## src/rtl/policy_action_dispatch_if.sv

```systemverilog
// Handshake bundle between the verdict FIFO, the egress path and the host report path.
// The dispatch block connects as master; the surrounding environment connects as slave.
interface policy_action_dispatch_if;
  logic [138:0] ob_dout;
  logic         ob_valid;
  logic         ob_rd_en;
  logic [112:0] fwd_data;
  logic         fwd_valid;
  logic         fwd_ready;
  logic [63:0]  rpt_data;
  logic         rpt_valid;
  logic         rpt_ready;

  modport master (
    input  ob_dout, ob_valid, fwd_ready, rpt_ready,
    output ob_rd_en, fwd_data, fwd_valid, rpt_data, rpt_valid
  );

  modport slave (
    output ob_dout, ob_valid, fwd_ready, rpt_ready,
    input  ob_rd_en, fwd_data, fwd_valid, rpt_data, rpt_valid
  );
endinterface

```

## src/rtl/policy_action_dispatch.sv

```systemverilog
// Pops verdict records and either forwards the descriptor, drops it, or drops it and reports usage.
// Reports are rate-limited per counter ID; saturating statistics track every outcome.
module policy_action_dispatch #(
  parameter logic [23:0] SUPP_WIN = 24'd1000,
  parameter int          CNT_W    = 32
) (
  input  logic                    asclk,
  input  logic                    aresetn,
  input  logic [23:0]             timer,
  policy_action_dispatch_if.master bus,
  input  logic                    stat_clr,
  output logic [CNT_W-1:0]        fwd_cnt,
  output logic [CNT_W-1:0]        drop_cnt,
  output logic [CNT_W-1:0]        rpt_cnt,
  output logic [CNT_W-1:0]        supp_cnt,
  output logic [CNT_W-1:0]        bad_cnt
);

  typedef enum logic [1:0] {IDLE, FWD, RPT} state_t;

  state_t state, state_nxt;

  logic [15:0]  len;
  logic [95:0]  pkt_id;
  logic [2:0]   policy;
  logic         ul;
  logic [13:0]  cnt_id;
  logic [2:0]   quo_en;
  logic [2:0]   thres_en;
  logic         cnt_en;
  logic [1:0]   unused_rsvd;

  assign len         = bus.ob_dout[15:0];
  assign pkt_id      = bus.ob_dout[111:16];
  assign policy      = bus.ob_dout[114:112];
  assign ul          = bus.ob_dout[115];
  assign cnt_id      = bus.ob_dout[129:116];
  assign quo_en      = bus.ob_dout[132:130];
  assign thres_en    = bus.ob_dout[135:133];
  assign unused_rsvd = bus.ob_dout[137:136];
  assign cnt_en      = bus.ob_dout[138];

  logic [13:0]  last_id;
  logic [23:0]  last_t;
  logic         last_vld;
  logic [23:0]  age;
  logic         pop, to_drop, to_rpt, to_fwd, is_bad, supp_hit;
  logic         fwd_done, rpt_done;
  logic [112:0] fwd_data_q;
  logic [63:0]  rpt_data_q;

  assign pop      = bus.ob_valid && (state == IDLE) && aresetn;
  assign bus.ob_rd_en = pop;

  assign to_drop  = cnt_en && ((policy == 3'd1) || (policy == 3'd2));
  assign to_rpt   = cnt_en && (policy == 3'd2);
  assign to_fwd   = !to_drop;
  assign is_bad   = cnt_en && to_fwd && (policy != 3'd4);

  // Modular subtraction keeps the window correct across timer wrap.
  assign age      = timer - last_t;
  assign supp_hit = (SUPP_WIN != 24'd0) && last_vld && (cnt_id == last_id) && (age < SUPP_WIN);

  assign fwd_done = (state == FWD) && bus.fwd_ready;
  assign rpt_done = (state == RPT) && bus.rpt_ready;

  always_ff @(posedge asclk) begin
    if (!aresetn) state <= IDLE;
    else          state <= state_nxt;
  end

  always_comb begin
    state_nxt     = state;
    bus.fwd_valid = 1'b0;
    bus.rpt_valid = 1'b0;
    case (state)
      IDLE: begin
        if (pop) begin
          if (to_fwd)                 state_nxt = FWD;
          else if (to_rpt && !supp_hit) state_nxt = RPT;
        end
      end
      FWD: begin
        bus.fwd_valid = 1'b1;
        if (bus.fwd_ready) state_nxt = IDLE;
      end
      RPT: begin
        bus.rpt_valid = 1'b1;
        if (bus.rpt_ready) state_nxt = IDLE;
      end
      default: state_nxt = IDLE;
    endcase
  end

  // Payloads and the suppression history are captured only on the pop edge.
  always_ff @(posedge asclk) begin
    if (!aresetn) begin
      fwd_data_q <= '0;
      rpt_data_q <= '0;
      last_id    <= '0;
      last_t     <= '0;
      last_vld   <= 1'b0;
    end else if (pop) begin
      if (to_fwd) fwd_data_q <= {ul, pkt_id, len};
      if (to_rpt && !supp_hit) begin
        rpt_data_q <= {len, timer, policy, ul, thres_en, quo_en, cnt_id};
        last_id    <= cnt_id;
        last_t     <= timer;
        last_vld   <= 1'b1;
      end
    end
  end

  assign bus.fwd_data = fwd_data_q;
  assign bus.rpt_data = rpt_data_q;

  function automatic logic [CNT_W-1:0] bump(input logic [CNT_W-1:0] v, input logic inc);
    if (inc && !(&v)) return v + CNT_W'(1);
    return v;
  endfunction

  // Clear wins over any increment landing on the same edge.
  always_ff @(posedge asclk) begin
    if (!aresetn || stat_clr) begin
      fwd_cnt  <= '0;
      drop_cnt <= '0;
      rpt_cnt  <= '0;
      supp_cnt <= '0;
      bad_cnt  <= '0;
    end else begin
      fwd_cnt  <= bump(fwd_cnt,  fwd_done);
      drop_cnt <= bump(drop_cnt, pop && to_drop);
      rpt_cnt  <= bump(rpt_cnt,  rpt_done);
      supp_cnt <= bump(supp_cnt, pop && to_rpt && supp_hit);
      bad_cnt  <= bump(bad_cnt,  pop && is_bad);
    end
  end

endmodule
```

## src/flat_wrapper.sv

```systemverilog
// flat-port wrapper written by rule: the top's interface ports become plain ports
module policy_action_dispatch_flat 
#(
  parameter logic [23:0] SUPP_WIN = 24'd1000,
  parameter int          CNT_W    = 32
)
  (asclk, aresetn, timer, stat_clr, fwd_cnt, drop_cnt, rpt_cnt, supp_cnt, bad_cnt, bus_ob_dout, bus_ob_valid, bus_fwd_ready, bus_rpt_ready, bus_ob_rd_en, bus_fwd_data, bus_fwd_valid, bus_rpt_data, bus_rpt_valid);
  policy_action_dispatch_if bus_i ();
  input  logic asclk;
  input  logic aresetn;
  input  logic [23:0] timer;
  input  logic stat_clr;
  output logic [CNT_W-1:0] fwd_cnt;
  output logic [CNT_W-1:0] drop_cnt;
  output logic [CNT_W-1:0] rpt_cnt;
  output logic [CNT_W-1:0] supp_cnt;
  output logic [CNT_W-1:0] bad_cnt;
  input wire logic [$bits(bus_i.ob_dout)-1:0] bus_ob_dout;
  input wire logic [$bits(bus_i.ob_valid)-1:0] bus_ob_valid;
  input wire logic [$bits(bus_i.fwd_ready)-1:0] bus_fwd_ready;
  input wire logic [$bits(bus_i.rpt_ready)-1:0] bus_rpt_ready;
  output wire logic [$bits(bus_i.ob_rd_en)-1:0] bus_ob_rd_en;
  output wire logic [$bits(bus_i.fwd_data)-1:0] bus_fwd_data;
  output wire logic [$bits(bus_i.fwd_valid)-1:0] bus_fwd_valid;
  output wire logic [$bits(bus_i.rpt_data)-1:0] bus_rpt_data;
  output wire logic [$bits(bus_i.rpt_valid)-1:0] bus_rpt_valid;
  assign bus_i.ob_dout = bus_ob_dout;
  assign bus_i.ob_valid = bus_ob_valid;
  assign bus_i.fwd_ready = bus_fwd_ready;
  assign bus_i.rpt_ready = bus_rpt_ready;
  assign bus_ob_rd_en = bus_i.ob_rd_en;
  assign bus_fwd_data = bus_i.fwd_data;
  assign bus_fwd_valid = bus_i.fwd_valid;
  assign bus_rpt_data = bus_i.rpt_data;
  assign bus_rpt_valid = bus_i.rpt_valid;
  policy_action_dispatch #(.SUPP_WIN(SUPP_WIN), .CNT_W(CNT_W)) u_core (.asclk(asclk), .aresetn(aresetn), .timer(timer), .bus(bus_i), .stat_clr(stat_clr), .fwd_cnt(fwd_cnt), .drop_cnt(drop_cnt), .rpt_cnt(rpt_cnt), .supp_cnt(supp_cnt), .bad_cnt(bad_cnt));
endmodule
```

## config.mk

```make
export PLATFORM = sky130hd
export DESIGN_NAME = policy_action_dispatch_flat
export DESIGN_NICKNAME = d
export VERILOG_FILES = /design/src/rtl/policy_action_dispatch_if.sv /design/src/rtl/policy_action_dispatch.sv /design/src/flat_wrapper.sv
export SDC_FILE = /design/constraint.sdc
export NUM_CORES = 1
export LEC_CHECK = 0
export BUFFER_PORTS_ARGS = -buffer_cell sky130_fd_sc_hd__buf_2
export CORE_ASPECT_RATIO = 2
export CORE_UTILIZATION = 35
export DETAILED_ROUTE_END_ITERATION = 8
export GPL_TIMING_DRIVEN = 0
export HOLD_SLACK_MARGIN = 0.02
export PLACE_DENSITY = 0.62
export SLEW_MARGIN = 20
export SYNTH_ARGS = -nofsm -noshare
export SYNTH_HDL_FRONTEND = slang
export SYNTH_SLANG_ARGS = --single-unit
```

## constraint.sdc

```tcl
create_clock -name asclk -period 3.02 [get_ports asclk]
set_input_delay 0.302 -clock asclk [delete_from_list [all_inputs] [get_ports asclk]]
set_output_delay 0.302 -clock asclk [all_outputs]
set_load 0.01 [all_outputs]
```

==> results of run 1 <==
==> area by class of cell <==
| type | instances | area [um^2] | share of cell area, % |
|---|---|---|---|
| clock buffer | 43 | 860.8 | 3.992 |
| timing repair buffer | 685 | 4339 | 20.12 |
| sequential | 340 | 6815 | 31.61 |
| antenna | 4 | 10.01 | 0.04642 |
| inverter | 39 | 146.4 | 0.6789 |
| tap | 540 | 675.6 | 3.133 |
| clock inverter | 12 | 126.4 | 0.5860 |
| multi-input combinational | 1381 | 8078 | 37.46 |
| buffer | 90 | 511.7 | 2.373 |
==> worst max-delay path, stage by stage (launching register included) <==
cell      delay, ns
dfxtp_2        0.32
inv_1          0.04
ha_1           0.29
clkbuf_8       0.17
a21oi_4        0.16
o21a_1         0.20
o21ai_1        0.09
a211o_1        0.28
a211oi_2       0.19
nand4_1        0.22
or4_4          0.59
buf_12         0.18
nor4_4         0.27
xnor2_1        0.14
nor2_1         0.05
==> kinds of logic (layout without fill, tap and decap cells) <==
logic type,Yosys count,in the layout,synth area share (%)
AND/OR/NAND/NOR,972,972,30.12
flip-flops,340,340,45.81
AO/OA/AOI/OAI,235,235,9.635
XOR/XNOR,139,139,8.194
buffers and inverters,131,869,3.411
adder cells (fa/ha/maj),27,27,2.274
multiplexers,8,8,0.5474
other,0,4,0
==> flip-flops by register name, summed over array words and instances, names as in the netlist <==
| register | flops |
|---|---|
| u_core.bus.fwd_data | 113 |
| u_core.bus.rpt_data | 64 |
| u_core.bad_cnt | 32 |
| u_core.drop_cnt | 32 |
| u_core.fwd_cnt | 32 |
| u_core.rpt_cnt | 32 |
| u_core.supp_cnt | 32 |
| u_core.state | 2 |
| u_core.last_vld | 1 |
==> cell usage in the layout, fill, tap and decap left out, types with 7 or more instances in the layout <==
cell type,Yosys,final
nand2b_1,7,7
nand3_2,0,8
a21o_1,7,7
a41o_1,8,8
inv_1,39,37
dfxtp_1,340,333
or3_1,30,30
and2_1,9,8
ha_1,27,12
o211ai_1,8,8
nand4_1,39,39
nor2b_1,7,7
mux2i_1,7,7
o21ai_1,57,61
buf_4,0,23
clkbuf_1,78,72
clkbuf_16,0,33
buf_1,7,7
nor2_1,164,157
ha_4,0,11
and3_1,30,29
nand2_1,438,430
xor2_1,86,86
dlygate4sd3_1,0,156
or4_1,7,7
o21ai_0,44,35
nand3_1,181,173
o21a_1,7,7
a21oi_1,56,46
buf_2,6,505
xnor2_1,53,52
dfxtp_2,0,7
and4_1,17,17
a31oi_1,12,10
==> worst max path at each step <==
stage	from	to
finish	u_core.bus.rpt_data[35]$_SDFFE_PN0P_	u_core.supp_cnt[15]$_SDFFE_PP0P_
global route	u_core.bus.rpt_data[26]$_SDFFE_PN0P_	u_core.supp_cnt[15]$_SDFFE_PP0P_
CTS	u_core.bus.rpt_data[26]$_SDFFE_PN0P_	u_core.supp_cnt[15]$_SDFFE_PP0P_
detailed placement	timer[3]	u_core.bus.rpt_data[42]$_SDFFE_PN0P_
global placement	timer[8]	u_core.bus.rpt_data[39]$_SDFFE_PN0P_
floorplan	u_core.bus.rpt_data[34]$_SDFFE_PN0P_	u_core.supp_cnt[15]$_SDFFE_PP0P_
==> repair_timing <==
action                                 4_1_cts  5_1_grt
resized for setup                          109       44
setup buffers                               18        5
cloned                                       1        1
pin swaps                                   41       20
hold buffers                               156        0
setup endpoints to repair                  118      138
endpoints found under the hold margin      172        0
==> power by group <==
| group | internal [mW] | switching, mW | leakage (nW) |
|---|---|---|---|
| sequential | 4.61 | 0.0757 | 2.76 |
| clock | 2.16 | 1.80 | 0.482 |
| combinational | 0.508 | 0.644 | 6.48 |
==> routing by layer <==
layer  part of all wire, %  GRT usage, %
met5                 0.041             0
met4                   7.4         16.67
met3                   5.8         4.286
met2                    53         48.63
met1                    34         22.84
==> metrics by stage <==
step	TNS, ns	utilization (%)	hold slack, ns	instance area, um^2	setup WS (ns)
after floorplan	-0.2407	-	0.4010	14970	-0.06022
after global placement	-90.84	43.49	0.4340	18170	-0.9724
after detailed placement	-92.64	43.49	0.4404	18170	-1.004
after CTS	-14.57	51.08	0.02294	21340	-0.3108
after global routing	-31.09	51.60	0.04507	21560	-0.4596
final	-14.48	51.61	0.04022	21560	-0.2943
==> results.txt, run 1 <==
After synthesis the netlist holds a flip-flop and latch count of 340. After the flow finishes, the layout carries non-filler instances totaling 3,134. The max-slew violation count came out at 0. The number of nets in the synthesized netlist came out at 2,048.

Sequential cells were found to cover 45.81% of the synthesized design area. The first-pass GRT wire length is 85.29 mm. Across the VDD grid, the largest voltage drop is 501.0 uV. The leakage power is 9.729 nW. The detailed-route vias per instance is 5.103. The area enclosed by the die boundary came out at 0.04333 mm^2. The number of global-route vias before repair came out at 16.22k. The slew at the pin closest to its max-slew limit came out at 0.8540 ns. The CTS buffer count came out at 31. The worst path in the final design needs a cycle of 3.314 ns, including I/O delays and setup. In the post-synthesis netlist, the cell with the most instances is nand2_1.

The CTS sink count is 340. The fraction of synthesis flops using an asynchronous set or reset pin came out at 0%. The residual antenna-violating net count after detailed routing is 0. In this run the worst path has a maximum fanout of 6.

The clock tree buffer depth is 3. The placed cell count came out at 2,897. The number of synthesized flops with an enable pin is 0.

The height of the die is 293.4 um. The critical setup path kind is reg -> reg. The setup-violating endpoint count in the final report is 96. The die is 147.7 um wide.

Ranked by total cell area, the synthesized netlist is headed by dfxtp_1 (46%), nand2_1 (11%), nand3_1 (6.1%). The type of the most critical hold path is in -> reg. The capture point of the worst reg-to-reg path is u_core.supp_cnt[15]$_SDFFE_PP0P_. Setup repair after global routing could not meet its margin everywhere.

The clock edge transition at the registers on the reported setup and hold paths is 0.07 ns. The total wirelength of the detailed-routed design came out at 55.90 mm. The checks that failed: setup timing. The startpoint identified for the worst register-to-register timing path is u_core.bus.rpt_data[35]$_SDFFE_PN0P_. The share of the clock period used by the worst path is 109.7%. The run finished, with violations left. At the end of routability-driven placement, the weighted congestion stood at 0.9137. In the global route stage, overall resource usage came out at 24.84%. Counting instances, the worst hold path has a depth of 3. The filler cell count in the final layout is 3,934. The worst hold path begins at bus_ob_dout[115]. The final count of hold timing violations came to 0. The worst setup slack for register-to-register paths came out at -0.29 ns. Entering global routing, the biggest net connects 17 pins. The worst reg-to-reg path cell count came out at 14. For the worst setup path, the data required time is 3.48 ns. The signed area change from the synthesized netlist to the final layout came out at 45.14%. The number of library cell types mapped by synthesis is 67. The I/O pin total came out at 509.

The maximum level of the CTS H-tree came out at 1. The worst path setup slack after routing came out at -0.2943 ns. The number of cell rows is 106.

The post-synthesis average cell area came out at 8.022 um^2. Synthesis produced a netlist whose cell count is 1,852. The total overflow left after global routing is 0. The initial cell density of the core came out at 35.56%.

STA classifies the critical path endpoint as a flop. The post-synthesis instance area came out at 0.01486 mm^2. The power density over the cells came out at 454.6 mW/mm^2. Ranked by instance count, the synthesized netlist is headed by nand2_1 (438), dfxtp_1 (340), nand3_1 (181), nor2_1 (164), xor2_1 (86). After synthesis, the largest area contributor takes up 45.81% of total cell area.

The number of iterations in the first detailed-routing pass came out at 7. Measured against its own limit, the worst slew margin works out to 43.07%. The number of remaining DRC errors came out at 0. The post-DP HPWL is 42.35 mm. The number of antenna violations at the first check in global routing was 7. STA classifies the critical path startpoint as a flop. Across the routed clock network, the largest skew measured is 0.01516 ns. The core outline area came out at 0.04178 mm^2. The CTS tree is done. The clock tree root buffer cell is clkbuf_16. The overall power consumption came out at 9.802 mW. Max-cap violations in this run came to 0. The detailed router's first-iteration violation count came out at 523.

The final layout contains 2,764 nets. The most used flip-flop cell after synthesis is dfxtp_1. The most area-hungry cell type in the Yosys netlist is dfxtp_1. The arrival time of the worst setup path is 3.78 ns.

The total vias in the final route came out at 15.99k. The layout cell share with drive strength beyond 1 came out at 26.80%. The number of buffers inserted by port buffering is 505. The path with the worst hold slack has its endpoint at u_core.bus.fwd_data[112]$_SDFFE_PN0P_.

The number of warnings issued by yosys came out at 0. Based on the critical path, the design can be clocked at up to 301.7 MHz. The worst-skew pair later-pin latency is 0.59 ns. The routed wirelength normalized by instance count is 17.84 um.
Power figures use the tool's default switching activity.
==> run 2: changes to the inputs <==
Settings changed: SETUP_SLACK_MARGIN set to 0.05.
==> results.txt, run 2 (synthesized netlist as in run 1, its figures left out) <==
The critical path is of the reg -> reg type. The worst supply voltage drop on vdd came out at 439.2 uV (-12%). The total vias in the final route came out at 16.17k (+1.1%). The setup-violating endpoint count in the final report came out at 97 (+1.0%). The final layout net count came to 2,778 (+0.51%). The clock tree root buffer cell is clkbuf_16. The slew at the pin closest to its max-slew limit came out at 0.8993 ns (+0.04529 ns). The worst setup path is captured at a flop. The overall power consumption is 10.13 mW (+3.4%). The worst hold path belongs to the class in -> reg.

The horizontal extent of the die came out at 147.7 um (unchanged). The CTS tree is done. The area enclosed by the die boundary came out at 0.04333 mm^2 (unchanged). The number of flip-flops under the largest register name is 113 (unchanged). Leaving out fill and tap cells, the most frequent cell in the layout is buf_2. The routed wirelength normalized by instance count was 18.17 um (+1.9%).

The final weighted congestion in routability-driven placement was 0.9081 (-0.61%). The number of buffers inserted by port buffering is 505 (unchanged). The checks that failed: setup timing. The worst-skew pair later-pin latency came out at 0.53 ns (-0.06 ns).

The arrival time of the worst setup path is 3.81 ns (+0.03 ns). The worst hold margin came to 0.04991 ns (+0.009684 ns). The critical path ends at u_core.supp_cnt[14]$_SDFFE_PP0P_.

The first-pass GRT wire length came to 85.79 mm (+0.59%). The clock edge transition at the registers on the reported setup and hold paths is 0.07 ns (about the same). The height of the die came out at 293.4 um (unchanged). The CTS buffer count was 34 (+9.7%). The initial cell density of the core was 35.56% (unchanged). The critical-path maximum fanout is 5 (-1). The number of cell rows came out at 106 (unchanged).

The total wirelength of the detailed-routed design came out at 57.19 mm (+2.3%). The number of iterations in the first detailed-routing pass came to 5 (-2). The clock tree buffer depth is 3 (unchanged). Setup repair after global routing could not meet its margin everywhere. The most critical setup path has its startpoint at u_core.bus.rpt_data[27]$_SDFFE_PN0P_.

The leakage power was 10.16 nW (+4.4%). The final count of hold timing violations is 0 (unchanged). The worst setup path is launched from a flop.

The uppermost layer routed is met5. The critical path data required time is 3.46 ns (-0.02 ns). The met1 routed wirelength after detailed routing came out at 19.12 mm (+1.7%).

The top cell types in the final layout, fill and taps aside, are buf_2 (505), nand2_1 (395), dfxtp_1 (331), nand3_1 (164), nor2_1 (152). The post-route clock skew came out at 0.02366 ns (+0.008504 ns). The I/O pin total came out at 509 (unchanged).

The capture point of the worst reg-to-reg path is u_core.supp_cnt[14]$_SDFFE_PP0P_. The overall routing resource usage came out at 25.11% (+0.27 points). The met2 wire length came to 30.73 mm (+3.6%). The share of the clock period used by the worst path is 111.4% (+1.6 points).

The worst reg-to-reg path cell count is 14 (unchanged). The headroom to the max-slew limit is 40.05% (-3.0 points). The fmax is 297.3 MHz (-1.5%). The number of antenna violations at the first check in global routing is 3 (-4). The global-route congestion overflow total is 0 (unchanged). The worst path setup slack after routing came out at -0.3440 ns (-0.04973 ns). The detailed router's first-iteration violation count is 560 (+7.1%). The maximum level of the CTS H-tree is 2 (+1).

The total negative setup slack is -20.13 ns (-5.659 ns). The number of remaining DRC errors is 0 (unchanged). The wire length on met3 came out at 3.496 mm (+7.8%). The residual antenna-violating net count after detailed routing is 0 (unchanged). The filler cell count in the final layout is 3,813 (-3.1%).

The number of max-cap violations was 0 (unchanged). The startpoint identified for the worst register-to-register timing path is u_core.bus.rpt_data[27]$_SDFFE_PN0P_. Relative to the synthesized area, the layout overhead comes to 51.74%.

The CTS sink count came out at 340 (unchanged). The run finished, with violations left. The number of global-route vias before repair was 16.07k (-0.89%). The largest net degree at the start of global routing is 16 (-1). The core outline area is 0.04178 mm^2 (unchanged). The number of instances on the worst hold path is 3 (unchanged). The minimum setup slack after placement is -1.003 ns (+0.001550 ns). The shortest clock period the worst path allows after layout was 3.364 ns (+0.04973 ns). The post-DP HPWL is 42.05 mm (-0.69%). The layout cell share with drive strength beyond 1 came out at 31.43% (+4.6 points). The power density over the cells is 449.5 mW/mm^2 (-1.1%). The max-slew violation count is 0 (unchanged). The worst setup slack for register-to-register paths was -0.34 ns (-0.05 ns). The detailed-route vias per instance came out at 5.139 (+0.71%).
-- run 2: changes by cell type in the layout (fill, tap and decap cells not counted), sizes merged --
cell / previous run / this run
buf: 549 / 568
dlygate4sd3: 156 / 142
clkbuf: 113 / 123
clkinv: 6 / 10
diode: 4 / 1
bufinv: 2 / 1
clkinvlp: 2 / 1
inv: 41 / 40
-- run 2: stage by stage --
stage	util [%]	std cells	cell area (um^2)
2_1_floorplan	-	1852	14970
3_3_place_gp	43.49	2897	18170
3_5_place_dp	43.49	2897	18170
4_1_cts	52.12	3129	21780
5_1_grt	53.96	3147	22540
6_report	53.96	3147	22540
-- run 2: area by class of cell --
| type | instances | area [um^2] | share of cell area (%) |
|---|---|---|---|
| Clock inverter | 13 | 107.6 | 0.4773 |
| Antenna cell | 1 | 2.502 | 0.01110 |
| Tap cell | 540 | 675.6 | 2.997 |
| Multi-Input combinational cell | 1381 | 8650 | 38.37 |
| Inverter | 39 | 146.4 | 0.6493 |
| Clock buffer | 47 | 983.4 | 4.362 |
| Buffer | 86 | 548.0 | 2.431 |
| Sequential cell | 340 | 6820 | 30.25 |
| Timing Repair Buffer | 700 | 4611 | 20.45 |
-- run 2: power breakdown --
part           total, mW  internal, mW  leakage, nW  switching (mW)
clock network       4.24          2.38        0.538            1.86
registers           4.69          4.61         2.76          0.0764
logic               1.20         0.530         6.85           0.672
-- run 2: worst min-delay path by stage --
stage / from / endpoint / slack, ns
6_report: timer[2] / u_core.bus.rpt_data[26]$_SDFFE_PN0P_ / 0.05
2_1_floorplan: bus_ob_dout[0] / u_core.bus.fwd_data[0]$_SDFFE_PN0P_ / 0.40
5_1_grt: timer[22] / u_core.bus.rpt_data[46]$_SDFFE_PN0P_ / 0.05
3_3_place_gp: u_core.bus.rpt_data[53]$_SDFFE_PN0P_ / u_core.bus.rpt_data[53]$_SDFFE_PN0P_ / 0.43
3_5_place_dp: u_core.bus.rpt_data[56]$_SDFFE_PN0P_ / u_core.bus.rpt_data[56]$_SDFFE_PN0P_ / 0.44
4_1_cts: timer[17] / u_core.bus.rpt_data[41]$_SDFFE_PN0P_ / 0.02
-- run 2: critical path, cell delays in order, from the launching register on --
cell and delay, ns:
dfxtp_2 0.34, inv_1 0.07, ha_4 0.26, o21a_1 0.11, o211ai_1 0.07, buf_4 0.16, o21a_1 0.20, o21ai_2 0.18
mux2i_1 0.31, nand4_1 0.18, or4_4 0.67, nor3_4 0.33, buf_4 0.17, nand3b_1 0.07, a21oi_1 0.14
-- run 2: what timing repair did --
item	4_1_cts	5_1_grt
resized for setup	155	146
cloned	7	5
endpoints found under the hold margin	153	0
hold buffers	142	0
pin swaps	43	88
buffers inserted	24	18
setup endpoints to repair	136	135
-- run 2: metal layers --
metal / vias up / GRT usage, %
li1: 7758 / -
met1: 7550 / 23.27
met2: 660 / 49.21
met3: 200 / 4.658
met4: 4 / 15.79
met5: - / 0
